**src/rtl/lfsr_err_inject.sv**
```systemverilog
// lfsr_err_inject: 2-entry skid buffer that XOR-corrupts one beat in
// every ErrPeriod accepted beats and keeps a saturating injection count.
module lfsr_err_inject #(
   parameter int unsigned         DataBits  = 32,
   parameter int unsigned         ErrPeriod = 8,
   parameter logic [DataBits-1:0] ErrMask   = 32'h98000023,
   parameter int unsigned         CountBits = 32
) (
   input  logic                 clk,
   input  logic                 rst_n,
   input  logic                 en,
   input  logic                 din_valid,
   output logic                 din_ready,
   input  logic [DataBits-1:0]  din_data,
   input  logic                 din_eof,
   output logic                 dout_valid,
   input  logic                 dout_ready,
   output logic [DataBits-1:0]  dout_data,
   output logic                 dout_eof,
   output logic                 inj_pulse,
   output logic [CountBits-1:0] err_count
);

   localparam int unsigned CntW = (ErrPeriod > 1) ? $clog2(ErrPeriod) : 1;
   localparam logic [CntW-1:0] LastCnt = CntW'(ErrPeriod - 1);

   logic                 out_valid_q, out_valid_d;
   logic [DataBits-1:0]  out_data_q, out_data_d;
   logic                 out_eof_q, out_eof_d;
   logic                 skid_full_q, skid_full_d;
   logic [DataBits-1:0]  skid_data_q, skid_data_d;
   logic                 skid_eof_q, skid_eof_d;
   logic                 ready_q, ready_d;
   logic [CntW-1:0]      cnt_q, cnt_d;
   logic                 inj_q, inj_d;
   logic [CountBits-1:0] err_q, err_d;

   logic                din_fire;
   logic                dout_fire;
   logic                corrupt;
   logic [DataBits-1:0] in_data;

   always_comb begin
      din_fire    = din_valid && ready_q;
      dout_fire   = out_valid_q && dout_ready;
      corrupt     = en && (cnt_q == LastCnt);
      in_data     = corrupt ? (din_data ^ ErrMask) : din_data;

      out_valid_d = out_valid_q;
      out_data_d  = out_data_q;
      out_eof_d   = out_eof_q;
      skid_full_d = skid_full_q;
      skid_data_d = skid_data_q;
      skid_eof_d  = skid_eof_q;

      // ready_q is low whenever the skid holds a beat, so din cannot fire here
      if (skid_full_q) begin
         if (dout_fire) begin
            out_data_d  = skid_data_q;
            out_eof_d   = skid_eof_q;
            skid_full_d = 1'b0;
         end
      end else if (din_fire) begin
         if (out_valid_q && !dout_ready) begin
            skid_data_d = in_data;
            skid_eof_d  = din_eof;
            skid_full_d = 1'b1;
         end else begin
            out_valid_d = 1'b1;
            out_data_d  = in_data;
            out_eof_d   = din_eof;
         end
      end else if (dout_fire) begin
         out_valid_d = 1'b0;
      end

      ready_d = !skid_full_d;

      cnt_d = cnt_q;
      if (din_fire) begin
         cnt_d = (cnt_q == LastCnt) ? '0 : cnt_q + CntW'(1);
      end

      inj_d = din_fire && corrupt;
      err_d = err_q;
      if (inj_d && (err_q != '1)) begin
         err_d = err_q + CountBits'(1);
      end
   end

   always_ff @(posedge clk) begin
      if (!rst_n) begin
         out_valid_q <= 1'b0;
         out_data_q  <= '0;
         out_eof_q   <= 1'b0;
         skid_full_q <= 1'b0;
         skid_data_q <= '0;
         skid_eof_q  <= 1'b0;
         ready_q     <= 1'b0;
         cnt_q       <= '0;
         inj_q       <= 1'b0;
         err_q       <= '0;
      end else begin
         out_valid_q <= out_valid_d;
         out_data_q  <= out_data_d;
         out_eof_q   <= out_eof_d;
         skid_full_q <= skid_full_d;
         skid_data_q <= skid_data_d;
         skid_eof_q  <= skid_eof_d;
         ready_q     <= ready_d;
         cnt_q       <= cnt_d;
         inj_q       <= inj_d;
         err_q       <= err_d;
      end
   end

   assign din_ready  = ready_q;
   assign dout_valid = out_valid_q;
   assign dout_data  = out_data_q;
   assign dout_eof   = out_eof_q;
   assign inj_pulse  = inj_q;
   assign err_count  = err_q;

endmodule
```
**config.mk**
```make
export PLATFORM = sky130hd
export DESIGN_NAME = lfsr_err_inject
export DESIGN_NICKNAME = d
export VERILOG_FILES = /design/src/rtl/lfsr_err_inject.sv
export SDC_FILE = /design/constraint.sdc
export NUM_CORES = 1
export LEC_CHECK = 0
export BUFFER_PORTS_ARGS = -buffer_cell sky130_fd_sc_hd__buf_2
export CORE_MARGIN = 8
export CORE_UTILIZATION = 49
export DETAILED_ROUTE_END_ITERATION = 10
export GPL_TIMING_DRIVEN = 0
export PLACE_DENSITY = 0.85
export SLEW_MARGIN = 20
export SYNTH_ARGS = -nofsm -noshare
export SYNTH_HDL_FRONTEND = slang
export SYNTH_SLANG_ARGS = --single-unit
```
**constraint.sdc**
```tcl
create_clock -name clk -period 2.2 [get_ports clk]
set_clock_uncertainty 0.15 [all_clocks]
set_input_delay 0.11 -clock clk [delete_from_list [all_inputs] [get_ports clk]]
set_output_delay 0.11 -clock clk [all_outputs]
set_load 0.02 [all_outputs]
```
==> results.toml, run 1 <==
[setup_path]
cpLargestDelayFamily = "simple AND/OR/NAND/NOR gates"
crit_required_ns = 2.36
slowest_delay_ns = 0.50
crit_path_frequent_cell = "buf_6"
cp-end-kind = "flop"
worst-path-buf-inv = 2
critPathSlowestCell = "or4_4"
crit_path_max_fanout = 7
critPathKind = "reg2reg"
start_kind = "flop"
crit_chain = "nand3_1, or4_4, nor3_4, buf_6, buf_6, o31a_1, o21a_1"
worstPathArrival_ns = 2.45

[layout]
final_cell_count_no_fill = 852
layout_commonest_cell = "nand2_1"
finish.utilization_pct = 67.45
stdcell_area_mm2 = 0.006471
nets = 755
final_layout_size_suffix_gt1_share_pct = 29.35
final_cell_mix = "120 x nand2_1, 110 x buf_2, 89 x dfxtp_1, 40 x mux2i_1, 36 x dlygate4sd3_1"
syn_to_final_growth_pct = 35.86
diodes = 0

[timing]
hold_viol_final = 0
period_minus_slack_ns = 2.294
max_freq_ghz = 0.4360
setup_ws_ns = -0.09381
rsz0062_at_grt = "yes"
fin_crit_sh_pct = 104.3
relSlewSlack_pct = 47.10
finalSetupTns_ns = -0.6954
worstMarginPinSlew_ns = 0.7935
slew_violations = 0
hold_ws_ns = 0.2256
setup_viol = 20

[floorplan]
coreArea_mm2 = 0.009594
core.rowCount = 36
ios = 106
die_area_mm2 = 0.01313
start_util_pct = 49.65
dieWidth_um = 114.6
dieHeight_um = 114.6

[synth]
ys_warn_count = 0
netlist_area_mm2 = 0.004763
synthCells = 530
synth_cell_type_count = 45
yosysSeqAreaShare_pct = 44.13
ys_ff_latch = 105
avgSynthCellArea_um2 = 8.987
synth_nets = 571

[cts]
htree_levels = 3
root_buffer = "clkbuf_8"
cts_sinks = 105
clk_path_buf_depth = 2
cts_tree = "done"
clk_latency_ns = 0.37
numCtsBuffers = 9
clk_pin_slew_ns = 0.10

[placement]
place_congestion = 0.8552
place_area_mm2 = 0.005473
port_buffers = 105
hpwl_um = 9369
dp_cells = 768

[status]
status = "finished, violations left"
violations = "setup timing"

[routing]
drtPass1Iterations = 4
routedWlPerCell_um = 17.50
drtAntennaViolNets = 0
drt_iter0_drc = 240
viasPerCell = 5.641
vias = 4806
drt_wl_total_um = 14910
drc = 0

[global_route]
grt_pass1_vias = 4760
grt_pass1_wl_um = 22900
grt_usage_pct = 21.70
grt_max_degree = 20
antenna_found_initial = 0
grt_overflow = 0

[pwr]
p_leak_nw = 2.872
max-vdd-ir-drop_uv = 419.1
p_per_area_mw_per_mm2 = 553.0

[run]
max_cap_violations = 0

[hold_path]
worstHoldPathType = "in2reg"
## synthesized netlist by cell type (all sizes together)
cell type	count	area share, %
o31a	4	0.74
nor4	9	1.2
a21boi	40	6.3
o21a	7	1.1
a31o	1	0.18
ha	3	0.79
a21oi	4	0.42
o21ai	16	1.7
nand2	121	9.5
nand4	10	1.6
nor4b	1	0.18
or4b	1	0.21
a31oi	3	0.39
o2111ai	1	0.18
or4	3	0.55
nand2b	8	1.1
nor3	11	1.6
nand3	12	1.3
mux2i	40	8.4
and2	6	0.79
nand3b	1	0.16
inv	4	0.32
and3	2	0.26
and4b	1	0.21
o211ai	5	0.79
nor2b	8	1.1
o211a	33	6.9
buf	10	1.2
or3	10	1.3
clkbuf	25	2.0
xor2	6	1.1
o31ai	5	0.79
dfxtp	105	44
nor2	9	0.71
xnor2	4	0.74
nand4b	1	0.18
## what timing repair did
| action | in CTS | in global routing |
|---|---|---|
| hold endpoints to repair | 67 | 0 |
| setup buffers | 15 | 18 |
| gates cloned | 0 | 2 |
| resized for setup | 21 | 55 |
| hold buffers | 36 | 0 |
| pin swaps | 5 | 16 |
| setup endpoints to repair | 55 | 85 |
## worst paths after layout
path	start	to	slack (ns)	cells past startpoint
hold / removal	en	skid_data_q[0]$_SDFFE_PN0P_	0.23	5
setup reg to reg	err_count[17]$_SDFFE_PN0P_	err_count[21]$_SDFFE_PN0P_	-0.09	7
setup / recovery	err_count[17]$_SDFFE_PN0P_	err_count[21]$_SDFFE_PN0P_	-0.09	7
hold reg to reg	skid_data_q[2]$_SDFFE_PN0P_	skid_data_q[2]$_SDFFE_PN0P_	0.32	2
## flip-flops by register name (all words and copies together), names as in the netlist
name and cells:
dout_data 32, err_count 32, skid_data_q 32, cnt_q 3, din_ready 1, dout_eof 1, dout_valid 1, inj_pulse 1
skid_eof_q 1, skid_full_q 1
## per-stage QoR
step                      setup WS, ns  power [W]
after floorplan               0.004340   0.002279
after global placement         -0.2759   0.002427
after detailed placement       -0.3870   0.002440
after CTS                     -0.01344   0.003562
after global routing           -0.1490   0.003702
final                         -0.09381   0.003579
## logic make-up after synthesis
logic type               synth area share [%]
AO/OA/AOI/OAI                           19.52
multiplexers                            8.405
adder cells (fa/ha/maj)                0.7881
buffers and inverters                   3.441
flip-flops                              44.13
AND/OR/NAND/NOR                         21.88
XOR/XNOR                                1.839
## worst register-to-register path: cells and delay by family, from the launching register on
family / cells / cell delay [ns]
flops: 1 / 0.45
simple gates: 3 / 1.04
buf+inv: 2 / 0.29
compound gates: 2 / 0.31
## metal layers
metal,global-route usage (%),vias up,share of wire [%]
met1,23.72,2296,39
met3,5.907,58,7.8
met2,38.85,205,50
met5,0,-,0
met4,8.429,0,3.4
li1,-,2247,-
## area by class of cell
type / instances / area [µm²]
buffer: 33 / 167.7
clock buffer: 12 / 145.1
clock inverter: 4 / 28.78
fill: 741 / 3123
inverter: 4 / 15.01
multi-input combinational: 386 / 2644
sequential: 105 / 2137
tap: 133 / 166.4
timing repair buffer: 175 / 1167
## report_power, final
part / leakage [nW] / internal (W) / total, W / switching (W)
clock: 0.0826 / 0.000445 / 0.00112 / 0.000675
sequential: 0.862 / 0.00195 / 0.00199 / 0.0000374
combinational: 1.93 / 0.000204 / 0.000467 / 0.000263
total: 2.87 / 0.00260 / 0.00358 / 0.000976
Note: power is estimated with default switching activity, not from simulation.
==> inputs of run 2 (changes only) <==
- CELL_PAD_IN_SITES_DETAIL_PLACEMENT: unset -> 2
- CELL_PAD_IN_SITES_GLOBAL_PLACEMENT: unset -> 2
- CORE_UTILIZATION: 49 -> 29
- PLACE_DENSITY: 0.85 -> 0.84
==> results.toml, run 2 (synthesis gave the netlist of run 1 again) <==
[timing]
relSlewSlack_pct = 45.94
rsz0062_at_grt = "yes"
hold_ws_ns = -0.003263
slew_violations = 0
worstMarginPinSlew_ns = 0.8108
setup_viol = 23
max_freq_ghz = 0.4098
hold_viol_final = 1
setup_ws_ns = -0.2401
fin_crit_sh_pct = 110.9
period_minus_slack_ns = 2.440

[routing]
drt_iter0_drc = 201
routedWlPerCell_um = 22.81
drtPass1Iterations = 5
drtAntennaViolNets = 0
drc = 0
viasPerCell = 5.203
drt_wl_total_um = 21550
vias = 4917

[setup_path]
critPathSlowestCell = "dfxtp_2"
slowest_delay_ns = 0.44
r2r_cells = 8
crit_path_max_fanout = 6
rr_endpoint = "err_count[27]$_SDFFE_PN0P_"
start_kind = "flop"
crit_path_frequent_cell = "buf_6"
worstPathArrival_ns = 2.57
ff2ff_setup_slack_ns = -0.24
crit_required_ns = 2.33
r2r_start = "err_count[5]$_SDFFE_PN0P_"
cp-end-kind = "flop"
crit_chain = "nand4_1, buf_4, or3_4, nor3_4, buf_6, buf_6, o31a_1, o21a_1"
critPathKind = "reg2reg"

[global_route]
grt_overflow = 0
grt_pass1_wl_um = 30340
antenna_found_initial = 1
grt_max_degree = 20
grt_pass1_vias = 5535
grt_usage_pct = 19.03

[layout]
nets = 762
finish.utilization_pct = 41.90
layout_commonest_cell = "nand2_1"
stdcell_area_mm2 = 0.006850
syn_to_final_growth_pct = 43.81
final_cell_count_no_fill = 945
final_layout_size_suffix_gt1_share_pct = 33.29
final_cell_mix = "119 x nand2_1, 111 x buf_2, 78 x dfxtp_1, 40 x mux2i_1, 39 x buf_4"

[cts]
cts_sinks = 105
clk_latency_ns = 0.36
clk_path_buf_depth = 2
root_buffer = "clkbuf_16"
htree_levels = 3
cts_tree = "done"
clk_pin_slew_ns = 0.08
numCtsBuffers = 9

[floorplan]
ios = 106
dieWidth_um = 144.2
start_util_pct = 29.14
coreArea_mm2 = 0.01635
core.rowCount = 47
dieHeight_um = 144.2
die_area_mm2 = 0.02078

[pwr]
p_leak_nw = 3.013
p_sw_share_pct = 26.57
internal-power_w = 0.002937
max-vdd-ir-drop_uv = 378.2
power_w = 0.003999
share_seq_of_total_power_pct = 49.8
p_sw_w = 0.001062
p_per_area_mw_per_mm2 = 583.8
combPwrFrac_pct = 12.1
clockPowerShare_pct = 38.1

[placement]
place_area_mm2 = 0.005582
dp_cells = 855
dp_slack_ns = -0.5925
hpwl_um = 12400
port_buffers = 105
place_congestion = 0.8226

[hold_path]
holdPathEnd = "skid_data_q[28]$_SDFFE_PN0P_"
whs_path_depth = 4
worstHoldPathType = "in2reg"
hp-start = "din_data[28]"

[status]
violations = "hold timing, setup timing"
status = "finished, violations left"

[run]
max_cap_violations = 0
## run 2: critical path, delay by kind of cell (launching register included)
family | cells | cell delay [ns]
buffers and inverters | 3 | 0.58
and+or+nand+nor | 3 | 0.81
DFF | 1 | 0.44
AOI/OAI and AO/OA | 2 | 0.39
## run 2: per-layer routing
layer,GRT usage [%],wire (µm),vias up
met4,9.146,1034,0
li1,-,-,2261
met2,35.73,11370,146
met1,19.99,8231,2447
met5,0,0,-
met3,3.566,912,63
## run 2: power groups by stage
| stage | clock network [W] | logic (W) | registers [W] |
|---|---|---|---|
| 6_report | 0.00153 | 0.000484 | 0.00199 |
| 5_1_grt | 0.00165 | 0.000523 | 0.00200 |
| 4_1_cts | 0.00153 | 0.000470 | 0.00199 |
| 3_5_place_dp | 0 | 0.000422 | 0.00204 |
| 3_3_place_gp | 0 | 0.000406 | 0.00204 |
| 2_1_floorplan | 0 | 0.000178 | 0.00210 |
## run 2: area by class of cell
class | instances | area (µm²)
tap | 220 | 275.3
antenna | 1 | 2.502
timing repair buffer | 182 | 1235
buffer | 33 | 182.7
clock buffer | 11 | 242.7
clock inverter | 3 | 18.77
inverter | 4 | 15.01
fill | 1793 | 9498
multi-input combinational | 386 | 2715
sequential | 105 | 2163
## run 2: how the worst max path moves through the flow
| stage | from | end | slack, ns | depth (start not counted) |
|---|---|---|---|---|
| 2_1_floorplan | err_count[26]$_SDFFE_PN0P_ | err_count[4]$_SDFFE_PN0P_ | 0.004 | 8 |
| 3_3_place_gp | cnt_q[0]$_SDFFE_PN0P_ | err_count[30]$_SDFFE_PN0P_ | -0.38 | 7 |
| 3_5_place_dp | cnt_q[0]$_SDFFE_PN0P_ | err_count[28]$_SDFFE_PN0P_ | -0.59 | 7 |
| 4_1_cts | err_count[15]$_SDFFE_PN0P_ | err_count[17]$_SDFFE_PN0P_ | -0.004 | 7 |
| 5_1_grt | err_count[5]$_SDFFE_PN0P_ | err_count[27]$_SDFFE_PN0P_ | -0.25 | 8 |
| 6_report | err_count[5]$_SDFFE_PN0P_ | err_count[27]$_SDFFE_PN0P_ | -0.24 | 8 |
## run 2: through the flow
stage	setup TNS [ns]	hold slack, ns
after floorplan	0	0.1049
after global placement	-8.591	0.2269
after detailed placement	-14.88	0.2384
after CTS	-0.005822	0.003866
after global routing	-3.147	0.02036
final	-1.988	-0.003263
## run 2: repair_timing
item / CTS / global route
cloned: 0 / 2
setup buffers: 25 / 19
pin swaps: 11 / 24
hold endpoints to repair: 44 / 0
endpoints found under the setup margin: 62 / 86
resized for setup: 39 / 61
hold buffers: 31 / 0
